File: src/rtl/uart_dl_master.sv
// uart_dl_master
//   UART download master for the m1 (high-priority) port of the RIB bus.
//   Receives 8N1 serial bytes, packs every four into a little-endian 32-bit
//   word and issues a single-cycle write at an auto-incrementing address,
//   so a program image can be streamed into memory while the core is held.
//
// Optional feature macro: DL_CHECKSUM_EN
//   defined   -> chksum_o is a modulo-256 sum of every valid byte received
//                since dl_en_i rose (bytes with framing errors excluded)
//   undefined -> chksum_o is tied to 8'h00 and no adder exists
//
// Parameters
//   CLK_DIV    clocks per UART bit (>= 16, so a write never overlaps the next byte)
//   BASE_ADDR  first write address (word aligned)
//
// Ports
//   clk          system clock
//   rst          synchronous active-high reset
//   uart_rx_i    asynchronous serial input, idle high
//   dl_en_i      download enable; low idles the receiver and flushes all state
//   m1_addr_o    bus write address (the write pointer)
//   m1_data_o    bus write data (last packed word)
//   m1_data_i    bus read data, not used by a write-only master
//   m1_req_o     bus request, one-cycle pulse per word
//   m1_we_o      bus write enable, pulses with m1_req_o
//   dl_busy_o    high while a frame or a partial word is in progress
//   word_cnt_o   words written since dl_en_i rose, saturating
//   frame_err_o  sticky framing error
//   chksum_o     running byte checksum (see macro above)

module uart_dl_master #(
    parameter int unsigned CLK_DIV   = 16,
    parameter logic [31:0] BASE_ADDR = 32'h0000_0000
) (
    input  logic        clk,
    input  logic        rst,
    input  logic        uart_rx_i,
    input  logic        dl_en_i,
    output logic [31:0] m1_addr_o,
    output logic [31:0] m1_data_o,
    input  logic [31:0] m1_data_i,
    output logic        m1_req_o,
    output logic        m1_we_o,
    output logic        dl_busy_o,
    output logic [15:0] word_cnt_o,
    output logic        frame_err_o,
    output logic [7:0]  chksum_o
);

    localparam int unsigned CNT_W = $clog2(CLK_DIV);
    localparam logic [CNT_W-1:0] HALF_LAST = CNT_W'(CLK_DIV / 2 - 1);
    localparam logic [CNT_W-1:0] BIT_LAST  = CNT_W'(CLK_DIV - 1);

    typedef enum logic [1:0] {
        ST_IDLE,
        ST_START,
        ST_DATA,
        ST_STOP
    } rx_state_t;

    // Word counter saturates instead of wrapping so a very long image
    // never reports a misleadingly small count.
    function automatic logic [15:0] sat_inc16(input logic [15:0] v);
        return (v == 16'hFFFF) ? v : v + 16'd1;
    endfunction

    rx_state_t        state;
    logic             rx_s1;
    logic             rx_s2;
    logic             rx_d;
    logic [CNT_W-1:0] baud_cnt;
    logic [2:0]       bit_cnt;
    logic [7:0]       shift_reg;
    logic [1:0]       byte_idx;
    logic [23:0]      word_acc;

    logic             rx_fall;
    logic             stop_hit;
    logic             byte_ok;
    logic             unused_rd;

    // rx_d is the previous synchronized level, so a 1->0 step is an edge.
    assign rx_fall  = rx_d & ~rx_s2;
    assign stop_hit = (state == ST_STOP) && (baud_cnt == BIT_LAST);
    assign byte_ok  = dl_en_i && stop_hit && rx_s2;

    assign dl_busy_o = (state != ST_IDLE) || (byte_idx != 2'd0);

    // A write-only master never consumes read data.
    assign unused_rd = ^m1_data_i;

    always_ff @(posedge clk) begin
        if (rst) begin
            rx_s1       <= 1'b1;
            rx_s2       <= 1'b1;
            rx_d        <= 1'b1;
            state       <= ST_IDLE;
            baud_cnt    <= '0;
            bit_cnt     <= 3'd0;
            shift_reg   <= 8'h00;
            byte_idx    <= 2'd0;
            word_acc    <= 24'h0;
            m1_addr_o   <= BASE_ADDR;
            m1_data_o   <= 32'h0;
            m1_req_o    <= 1'b0;
            m1_we_o     <= 1'b0;
            word_cnt_o  <= 16'h0;
            frame_err_o <= 1'b0;
        end else begin
            rx_s1 <= uart_rx_i;
            rx_s2 <= rx_s1;
            rx_d  <= rx_s2;

            // Request is a single-cycle pulse; the bus grants m1 without wait.
            m1_req_o <= 1'b0;
            m1_we_o  <= 1'b0;

            // Retire the write that is on the bus this cycle.
            if (m1_req_o) begin
                m1_addr_o  <= m1_addr_o + 32'd4;
                word_cnt_o <= sat_inc16(word_cnt_o);
            end

            if (!dl_en_i) begin
                // Flush overrides the pointer/count update above and any byte
                // completing this cycle; a pulse already on the bus still ends
                // normally because m1_req_o is only cleared, never extended.
                state       <= ST_IDLE;
                baud_cnt    <= '0;
                bit_cnt     <= 3'd0;
                byte_idx    <= 2'd0;
                word_acc    <= 24'h0;
                m1_addr_o   <= BASE_ADDR;
                word_cnt_o  <= 16'h0;
                frame_err_o <= 1'b0;
            end else begin
                case (state)
                    ST_IDLE: begin
                        if (rx_fall) begin
                            state    <= ST_START;
                            baud_cnt <= '0;
                            bit_cnt  <= 3'd0;
                        end
                    end

                    ST_START: begin
                        // Mid-start-bit check rejects glitches shorter than half a bit.
                        if (baud_cnt == HALF_LAST) begin
                            baud_cnt <= '0;
                            state    <= rx_s2 ? ST_IDLE : ST_DATA;
                        end else begin
                            baud_cnt <= baud_cnt + CNT_W'(1);
                        end
                    end

                    ST_DATA: begin
                        if (baud_cnt == BIT_LAST) begin
                            baud_cnt  <= '0;
                            shift_reg <= {rx_s2, shift_reg[7:1]};
                            bit_cnt   <= bit_cnt + 3'd1;
                            if (bit_cnt == 3'd7) begin
                                state <= ST_STOP;
                            end
                        end else begin
                            baud_cnt <= baud_cnt + CNT_W'(1);
                        end
                    end

                    ST_STOP: begin
                        if (baud_cnt == BIT_LAST) begin
                            baud_cnt <= '0;
                            state    <= ST_IDLE;
                            if (rx_s2) begin
                                case (byte_idx)
                                    2'd0: word_acc[7:0]   <= shift_reg;
                                    2'd1: word_acc[15:8]  <= shift_reg;
                                    2'd2: word_acc[23:16] <= shift_reg;
                                    default: begin
                                        m1_data_o <= {shift_reg, word_acc};
                                        m1_req_o  <= 1'b1;
                                        m1_we_o   <= 1'b1;
                                    end
                                endcase
                                byte_idx <= byte_idx + 2'd1;
                            end else begin
                                // Bad stop bit: drop the byte, keep the lane index.
                                frame_err_o <= 1'b1;
                            end
                        end else begin
                            baud_cnt <= baud_cnt + CNT_W'(1);
                        end
                    end

                    default: state <= ST_IDLE;
                endcase
            end
        end
    end

`ifdef DL_CHECKSUM_EN
    function automatic logic [7:0] add_mod256(input logic [7:0] a, input logic [7:0] b);
        return a + b;
    endfunction

    logic [7:0] chksum_q;

    always_ff @(posedge clk) begin
        if (rst) begin
            chksum_q <= 8'h00;
        end else if (!dl_en_i) begin
            chksum_q <= 8'h00;
        end else if (byte_ok) begin
            chksum_q <= add_mod256(chksum_q, shift_reg);
        end
    end

    assign chksum_o = chksum_q;
`else
    logic unused_ck;
    assign unused_ck = byte_ok;
    assign chksum_o  = 8'h00;
`endif

endmodule

File: config.mk
export PLATFORM = sky130hd
export DESIGN_NAME = uart_dl_master
export DESIGN_NICKNAME = d
export VERILOG_FILES = /design/src/rtl/uart_dl_master.sv
export SDC_FILE = /design/constraint.sdc
export NUM_CORES = 1
export LEC_CHECK = 0
export ABC_AREA = 1
export CORE_ASPECT_RATIO = 0.6
export CORE_MARGIN = 2
export CORE_UTILIZATION = 54
export CTS_CLUSTER_DIAMETER = 40
export CTS_CLUSTER_SIZE = 28
export DETAILED_ROUTE_END_ITERATION = 7
export PLACE_DENSITY = 0.85
export SLEW_MARGIN = 20
export SYNTH_ARGS = -nofsm -noshare
export SYNTH_HDL_FRONTEND = slang
export SYNTH_SLANG_ARGS = --single-unit
File: constraint.sdc
create_clock -name clk -period 3.2 [get_ports clk]
set_input_delay 0.64 -clock clk [delete_from_list [all_inputs] [get_ports clk]]
set_output_delay 0.64 -clock clk [all_outputs]
set_load 0.02 [all_outputs]
### Word-level counts from Yosys, hierarchy flattened

Index checks and enable logic that the tools add are counted.

* add/sub/neg operators: 5
* eq/ne operators: 14
* mux-type cells: 15
* bitwise gates (word level): 7
* reductions and logical operators: 20

Operators with widths (count)
* adder 32 x 3 -> 32 bit, second input constant: 1
* adder 16 x 1 -> 16 bit, second input constant: 1
* equality test 16 bit, second input constant: 1
* two-way mux 2 bit: 6
* two-way mux 4 bit: 3
* one-hot mux 4 bit (3 select lines): 1
* AND reduction 3 bit: 4
* AND reduction 4 bit: 3
* AND reduction 5 bit: 2
* inequality test 2 bit, second input constant: 4
* one-hot mux 2 bit (4 select lines): 1
* equality test 2 bit, second input constant: 3
* two-way mux 3 bit: 2
* inverter 1 bit: 6
* one-hot mux 3 bit (2 select lines): 1
* nonzero test 2 bit: 3
* OR reduction 5 bit: 1
* adder 4 x 1 -> 4 bit, second input constant: 1
* equality test 2 x 1 -> 1 bit, second input constant: 2
* equality test 4 x 3 -> 1 bit, second input constant: 1
* equality test 4 bit, second input constant: 1
* logical NOT 2 bit: 2
* OR reduction 2 bit: 2
* adder 3 x 1 -> 3 bit, second input constant: 1
* other kinds (8): 8

* flip-flop bits (word level): 128
* bits of input ports: 36
* output and inout port bits: 92

### Depth between registers and ports, before layout

Gate-level depths: netlist of the first run.

* depth in word-level cells: 4
* depth in mapped cells: 10
* gate-level depth less buffers: 10

### Least setup slack after synthesis of the first run

Ideal clock, no wire load.

* kind: flip-flop to flip-flop
* from: register word_cnt_o[0]
* to: register word_cnt_o[8]
* arrival time: 1.576 ns
* required time: 3.068 ns
* slack: 1.492 ns
* cell stages (with the launch flop): 10
* clock period less this slack: 1.708 ns
* cell sequence: dfxtp_1 -> ha_1 -> nand2_1 -> nor2_2 -> nand2_2 -> nor2_2 -> nor2_4 -> buf_2 -> nand2_1 -> a21oi_1

* word-level cells in the longest chain between the ends: 3

Ends and longest elaborated chain
* start: declaration: RTL line 45 `output logic [15:0] word_cnt_o,`
* start signal: assignment: RTL line 121 `word_cnt_o <= sat_inc16(word_cnt_o);`
* branches (longest 3 deep; another with adder 16 x 1 -> 16 bit)

Parallel ways; which one is timed is not known.
A chain may end at the register's enable or synchronous reset.

### Worst setup path in the final report of the first run

* from: register byte_idx[0]
* to: output dl_busy_o

* word-level cells in the longest chain between the ends: 2

Ends and longest elaborated chain
* start: declaration: RTL line 74 `logic [1:0] byte_idx;`
* start signal: assignment: RTL line 184 `byte_idx <= byte_idx + 2'd1;`
* nonzero test 2 bit: RTL line 87 `assign dl_busy_o = (state != ST_IDLE) || (byte_idx != 2'd0);`
* logical OR 1 bit: RTL line 87
* end: declaration: RTL line 44 `output logic dl_busy_o,`

No other way between the ends.

==> results of run 1 <==
-- power by group through the flow --
| stage | combinational [mW] | clock (mW) | sequential [mW] |
|---|---|---|---|
| 2_1_floorplan | 0.0634 | 0 | 1.61 |
| 3_3_place_gp | 0.0711 | 0 | 1.61 |
| 3_5_place_dp | 0.0737 | 0 | 1.61 |
| 4_1_cts | 0.0752 | 2.17 | 1.57 |
| 5_1_grt | 0.0843 | 2.25 | 1.57 |
| 6_report | 0.0767 | 2.15 | 1.57 |
-- cells by family (layout without fill, tap and decap cells) --
kind of cell	count (synthesis)	after routing
AND/OR/NAND/NOR	401	401
AO/OA/AOI/OAI	131	131
flip-flops	126	126
buffers and inverters	98	187
XOR/XNOR	10	10
adder cells (fa/ha/maj)	9	9
other	1	10
-- synth_stat cells (4+ instances only) --
master	instances
sky130_fd_sc_hd__nor2_1	164
sky130_fd_sc_hd__ha_1	9
sky130_fd_sc_hd__nor3_1	7
sky130_fd_sc_hd__nand3_1	34
sky130_fd_sc_hd__a21oi_1	45
sky130_fd_sc_hd__o21ai_0	56
sky130_fd_sc_hd__inv_1	59
sky130_fd_sc_hd__nand3b_1	4
sky130_fd_sc_hd__buf_4	13
sky130_fd_sc_hd__o21ai_1	27
sky130_fd_sc_hd__xnor2_1	4
sky130_fd_sc_hd__buf_6	6
sky130_fd_sc_hd__nor2_2	37
sky130_fd_sc_hd__nand4_1	13
sky130_fd_sc_hd__dfxtp_1	126
sky130_fd_sc_hd__xor2_1	6
sky130_fd_sc_hd__nand2_1	133
sky130_fd_sc_hd__clkbuf_1	9
-- layout make-up --
class                      instances  area share
multi-input combinational        561       0.371
sequential                       126       0.353
timing repair buffer              91       0.125
clock buffer                      22      0.0677
inverter                          64      0.0336
clock inverter                    10      0.0256
tap                              135      0.0236
-- through the flow --
| stage | instance area, um^2 | utilization |
|---|---|---|
| after floorplan | 5640 | - |
| after global placement | 6480 | 0.649 |
| after detailed placement | 6480 | 0.649 |
| after CTS | 7150 | 0.716 |
| after global routing | 7150 | 0.716 |
| final | 7150 | 0.716 |
-- worst max-delay path by stage --
stage | start | endpoint | slack (ps) | depth (start not counted)
after floorplan | word_cnt_o[0] | word_cnt_o[8] | 1490 | 9
after global placement | dl_en_i | baud_cnt[0] | 910 | 9
after detailed placement | dl_en_i | baud_cnt[0] | 890 | 9
after CTS | byte_idx[0] | dl_busy_o | 750 | 4
after global routing | byte_idx[0] | dl_busy_o | 690 | 4
final | byte_idx[0] | dl_busy_o | 770 | 4
-- metal layers --
metal  up-vias  track usage  share of wire
met5         -            0              0
met4         0       0.0938          0.019
met3        37       0.0507          0.088
met2       262        0.393           0.43
met1      2393        0.364           0.46
li1       2635            -              -
==> metrics.cfg, run 1 <==
[cts]
number_of_sinks_driven_by_the_clock_tree = 126
cts_setup_buffers = 0
cts_inserted_buffers = 17
cts-htree-levels = 4
worst_skew_pair.late_latency_ps = 410
cts-resized-gates = 0
cts_buffer_depth = 2
holdBufCountCts = 0
tritoncts_clock_tree = built
worst_setup_hold_path_clk_slew_ps = 50
cts.root.buffer_cell = sky130_fd_sc_hd__clkbuf_16

[synthesis]
netlist_instances = 776
synth-async-reset-ratio = 0
yosys.area.top_type = sky130_fd_sc_hd__dfxtp_1
synth_compound_area_frac = 0.119
fraction_of_the_yosys_area_taken_by_sequential_cells = 0.450
synth_simple_gate_area_share = 0.312
synth_area_leaders = sky130_fd_sc_hd__dfxtp_1, sky130_fd_sc_hd__nor2_1, sky130_fd_sc_hd__nand2_1, sky130_fd_sc_hd__o21ai_0, sky130_fd_sc_hd__nor2_2
synth.ff_latch_count = 126
synthesis.yosys.warnings = 0
yosys.area.top_type_share = 0.450
post_synth_fa_ha_maj_area_fraction = 0.0201
synth.area.mux_share = 0
largest_family_of_logic_cells_by_synthesized_area = simple AND/OR/NAND/NOR gates
synthDistinctLibCells = 33
number_of_flops_mapped_to_enable_cells_by_yosys = 0
syn-mean-instance-area_um2 = 7.22
synth-xor-area-share = 0.0156
post_synth_instance_area_mm2 = 0.00561
yosys_most_used_dff = sky130_fd_sc_hd__dfxtp_1

[place]
pre_cts_ws_ps = 892
gp_congestion = 0.910
port_buffers = 85
place_inst = 977
detailed_place_hpwl_um = 9830

[pwr]
design_power_total_mw = 3.80
power.switching_fraction = 0.196
p_leak_nw = 2.71
internal_power_mw = 3.05
power.share.sequential = 0.414
switching_power_mw = 0.745
ir_worst_vdd_mv = 0.441
share_comb_of_total_power = 0.020
share_clk_of_total_power = 0.566
cellPowerDensity_mw_per_mm2 = 532

[sta]
worst_clock_skew_ps = 7.14
hold-worst-slack_ps = 440
worst_path_setup_slack_after_routing_ps = 772
final-hold-violation-count = 0
final.period_utilization = 0.759
tightest_slew_ps = 769
finalSetupTns_ps = 0
timing.max_slew.rel_slack = 0.487
fin_crit_ps = 2430
fmaxAchievable_mhz = 412
unrepaired_setup_endpoints_after_global_routing = no
final_setup_violation_count = 0
slew_viol_final = 0

[route]
routed-via-count = 5327
drc = 0
initialDrtViolationCount = 671
drt_pre_antenna_iters = 5
post_drt_wl_per_cell_um = 14.1
routed_wl_um = 14200
remaining_antenna_violation_count_after_routing = 0
avgViaCountPerCell = 5.28

[global_routing]
first_global_vias = 4876
globalRouteTotalUtil = 0.258
number_of_antenna_violations_at_the_first_check_in_global_routing = 0
grt_max_degree = 36
first_pass_grt_wire_length_um = 23200
globalRoute.totalOverflow = 0

[finish]
largest_register = m1_data_o
final_common_cell = sky130_fd_sc_hd__nor2_1
largest_register_ffs = 32
fill_cells = 746
finalNonFillerCells = 1009
multi_input_area_mm2 = 0.00265
antenna-diode-count = 0
area_growth_syn_to_layout_pct = 27.5
most_used_cells_in_the_layout_excluding_fill_and_tap_cells = sky130_fd_sc_hd__nor2_1, sky130_fd_sc_hd__nand2_1, sky130_fd_sc_hd__dfxtp_1, sky130_fd_sc_hd__clkdlybuf4s50_1, sky130_fd_sc_hd__inv_1
drive_above_1_share = 0.0984
finalNetCount = 906
largest_registers = m1_data_o x32, m1_addr_o x30, word_acc x24
seq_area_mm2 = 0.00252

[worst_setup_path]
timing.critical_path.slowest_cell_delay_ps = 600
crit_buf_inv = 2
cp.required_ps = 2560
critical_path.cell_chain = inv_1 > ha_1 > nand2_1 > clkdlybuf4s50_1
cp_slowest_cell = sky130_fd_sc_hd__clkdlybuf4s50_1
crit_family = buffers and inverters
rr_endpoint = word_cnt_o[11]
worst_reg2reg_startpoint = word_cnt_o[0]
timing_worst_setup_path_type = flop to output port
cp_max_fo = 4
critical_path_capture_point_type = output port
ff2ff_path_depth = 9
timing.reg2reg.setup_slack_ps = 1120
startpoint_type_of_the_worst_setup_path = flop
worst_ep_arrival_time_ps = 1790

[die]
design.portCount = 128
die_area_mm2 = 0.0112
core_mm2 = 0.00998
rows = 28
fp.dieW_um = 136
die_y_um = 82.9
floorplan.initialDensity = 0.561

[run_status]
run_status = complete, no violations

[min_path]
hold_depth = 1
holdCritPathClass = flop to flop
timing.hold.worst_endpoint = rx_s2
timing.hold.worst.start = rx_s1

[job]
drv.max_cap_violation_count = 0

Note: power is estimated with default switching activity, not from simulation.
==> run 2, diff against run 1 <==
--- a/config.mk
+++ b/config.mk
@@ -8,11 +8,11 @@
 export ABC_AREA = 1
 export CORE_ASPECT_RATIO = 0.6
 export CORE_MARGIN = 2
-export CORE_UTILIZATION = 54
+export CORE_UTILIZATION = 50
 export CTS_CLUSTER_DIAMETER = 40
 export CTS_CLUSTER_SIZE = 28
 export DETAILED_ROUTE_END_ITERATION = 7
-export PLACE_DENSITY = 0.85
+export PLACE_DENSITY = 0.8
 export SLEW_MARGIN = 20
 export SYNTH_ARGS = -nofsm -noshare
 export SYNTH_HDL_FRONTEND = slang
==> constraint.sdc (replaced) <==
create_clock -name clk -period 2.4 [get_ports clk]
set_input_delay 0.48 -clock clk [delete_from_list [all_inputs] [get_ports clk]]
set_output_delay 0.48 -clock clk [all_outputs]
set_load 0.02 [all_outputs]
==> metrics.cfg, run 2 (synthesis results as in run 1) <==
[sta]
final-hold-violation-count = 0  ; unchanged
final.period_utilization = 0.938
finalSetupTns_ps = 0  ; unchanged
slew_viol_final = 0  ; unchanged
fin_crit_ps = 2250
fmaxAchievable_mhz = 444
worst_path_setup_slack_after_routing_ps = 150  ; -622 ps
timing.max_slew.rel_slack = 0.459  ; -0.0274
final_setup_violation_count = 0  ; unchanged
worst_clock_skew_ps = 9.60  ; +2.46 ps
unrepaired_setup_endpoints_after_global_routing = no
tightest_slew_ps = 810  ; +41.0 ps

[worst_setup_path]
timing_worst_setup_path_type = flop to output port
timing.critical_path.slowest_cell_delay_ps = 610  ; about the same
worst_ep_arrival_time_ps = 1770  ; -20 ps
cp_max_fo = 4  ; unchanged
critical_path_capture_point_type = output port
startpoint_type_of_the_worst_setup_path = flop
cp.required_ps = 1920  ; -640 ps
cp_slowest_cell = sky130_fd_sc_hd__clkdlybuf4s50_1
critical_path.cell_chain = inv_1 > ha_1 > nand2_1 > clkdlybuf4s50_1

[die]
core_mm2 = 0.0107  ; +7.6%
fp.dieW_um = 141  ; +3.8%
design.portCount = 128  ; unchanged
rows = 29  ; +3.6%
floorplan.initialDensity = 0.522  ; -0.0395
die_y_um = 86.0  ; +3.7%
die_area_mm2 = 0.0121  ; +7.7%

[finish]
finalNetCount = 909  ; +0.33%
finalNonFillerCells = 1016  ; +0.69%
final_common_cell = sky130_fd_sc_hd__nor2_1
largest_register_ffs = 32  ; unchanged
area_growth_syn_to_layout_pct = 26.7
final_core_utilization = 0.661  ; -0.0545
drive_above_1_share = 0.103  ; +0.00422
largest_registers = m1_data_o x32, m1_addr_o x30, word_acc x24
largest_register = m1_data_o
most_used_cells_in_the_layout_excluding_fill_and_tap_cells = sky130_fd_sc_hd__nor2_1, sky130_fd_sc_hd__nand2_1, sky130_fd_sc_hd__dfxtp_1, sky130_fd_sc_hd__clkdlybuf4s50_1, sky130_fd_sc_hd__inv_1
antenna-diode-count = 0  ; unchanged

[global_routing]
first_global_vias = 4577  ; -6.1%
first_pass_grt_wire_length_um = 22900  ; -1.2%
globalRoute.totalOverflow = 0  ; unchanged
grt_max_degree = 36  ; unchanged
globalRouteTotalUtil = 0.237  ; -0.0211
number_of_antenna_violations_at_the_first_check_in_global_routing = 0  ; unchanged

[pwr]
share_clk_of_total_power = 0.535  ; -0.031
switching_power_mw = 1.03  ; +39%
share_comb_of_total_power = 0.022  ; +0.002
ir_worst_vdd_mv = 0.552  ; +25%
p_leak_nw = 2.69  ; -0.65%
power.switching_fraction = 0.218  ; +0.0220
internal_power_mw = 3.71  ; +21%
power.share.sequential = 0.442  ; +0.028
design_power_total_mw = 4.74  ; +25%
cellPowerDensity_mw_per_mm2 = 668  ; +26%

[cts]
tritoncts_clock_tree = built
cts_setup_buffers = 0  ; unchanged
cts-resized-gates = 0  ; unchanged
worst_skew_pair.late_latency_ps = 410  ; about the same
cts_inserted_buffers = 17  ; unchanged
holdBufCountCts = 0  ; unchanged
cts.root.buffer_cell = sky130_fd_sc_hd__clkbuf_16
worst_setup_hold_path_clk_slew_ps = 60  ; about the same
number_of_sinks_driven_by_the_clock_tree = 126  ; unchanged
cts_buffer_depth = 2  ; unchanged
cts-htree-levels = 4  ; unchanged

[run_status]
run_status = complete, no violations

[route]
drt_pre_antenna_iters = 5  ; unchanged
routed-via-count = 5171  ; -2.9%
remaining_antenna_violation_count_after_routing = 0  ; unchanged
drc = 0  ; unchanged
routed_wl_um = 13700  ; -3.3%
post_drt_wl_per_cell_um = 13.5  ; -3.9%
initialDrtViolationCount = 493  ; -27%
avgViaCountPerCell = 5.09  ; -3.6%

[min_path]
holdCritPathClass = flop to flop

[place]
port_buffers = 85  ; unchanged
place_inst = 984  ; +0.72%
detailed_place_hpwl_um = 9490  ; -3.5%
gp_congestion = 0.916  ; +0.68%
pre_cts_ws_ps = 280  ; -612 ps

[job]
drv.max_cap_violation_count = 0  ; unchanged

-- run 2: cell type report --
cell class | instances | area (um^2)
Multi-Input combinational cell | 561 | 2660
Tap cell | 139 | 174
Clock inverter | 13 | 138
Sequential cell | 126 | 2520
Inverter | 64 | 240
Timing Repair Buffer | 94 | 918
Fill cell | 934 | 3640
Clock buffer | 19 | 453
-- run 2: through the flow --
stage / hold WS [ps] / area [um^2]
3_3_place_gp: 391 / 6510
2_1_floorplan: 389 / 5640
6_report: 422 / 7100
4_1_cts: 425 / 7100
5_1_grt: 426 / 7100
3_5_place_dp: 413 / 6510
-- run 2: metal layers --
| metal | global-route usage | share of wire | vias up |
|---|---|---|---|
| met4 | 0.0809 | 0.014 | 0 |
| met3 | 0.0480 | 0.070 | 16 |
| met5 | 0 | 0 | - |
| li1 | - | - | 2637 |
| met2 | 0.329 | 0.40 | 180 |
| met1 | 0.362 | 0.51 | 2338 |
-- run 2: path summary, 6_finish.rpt --
check | from | to | slack (ps) | cells after the start
setup reg to reg | word_cnt_o[0] | word_cnt_o[4] | 400 | 7
hold reg to reg | rx_s1 | rx_s2 | 420 | 1
setup / recovery | byte_idx[0] | dl_busy_o | 150 | 4
hold / removal | rx_s1 | rx_s2 | 420 | 1
-- run 2: critical path, delay by kind of cell (launching register included) --
kind | cells | cell delay [ps]
adder cells (fa/ha/maj) | 1 | 220
buffers and inverters | 2 | 700
flip-flops | 1 | 360
AND/OR/NAND/NOR | 1 | 80
-- run 2: power groups by stage --
stage | sequential (mW) | combinational (mW) | clock [mW]
6_report | 2.10 | 0.106 | 2.54
5_1_grt | 2.10 | 0.118 | 2.67
4_1_cts | 2.10 | 0.105 | 2.56
3_5_place_dp | 2.14 | 0.104 | 0
3_3_place_gp | 2.14 | 0.102 | 0
2_1_floorplan | 2.14 | 0.0846 | 0
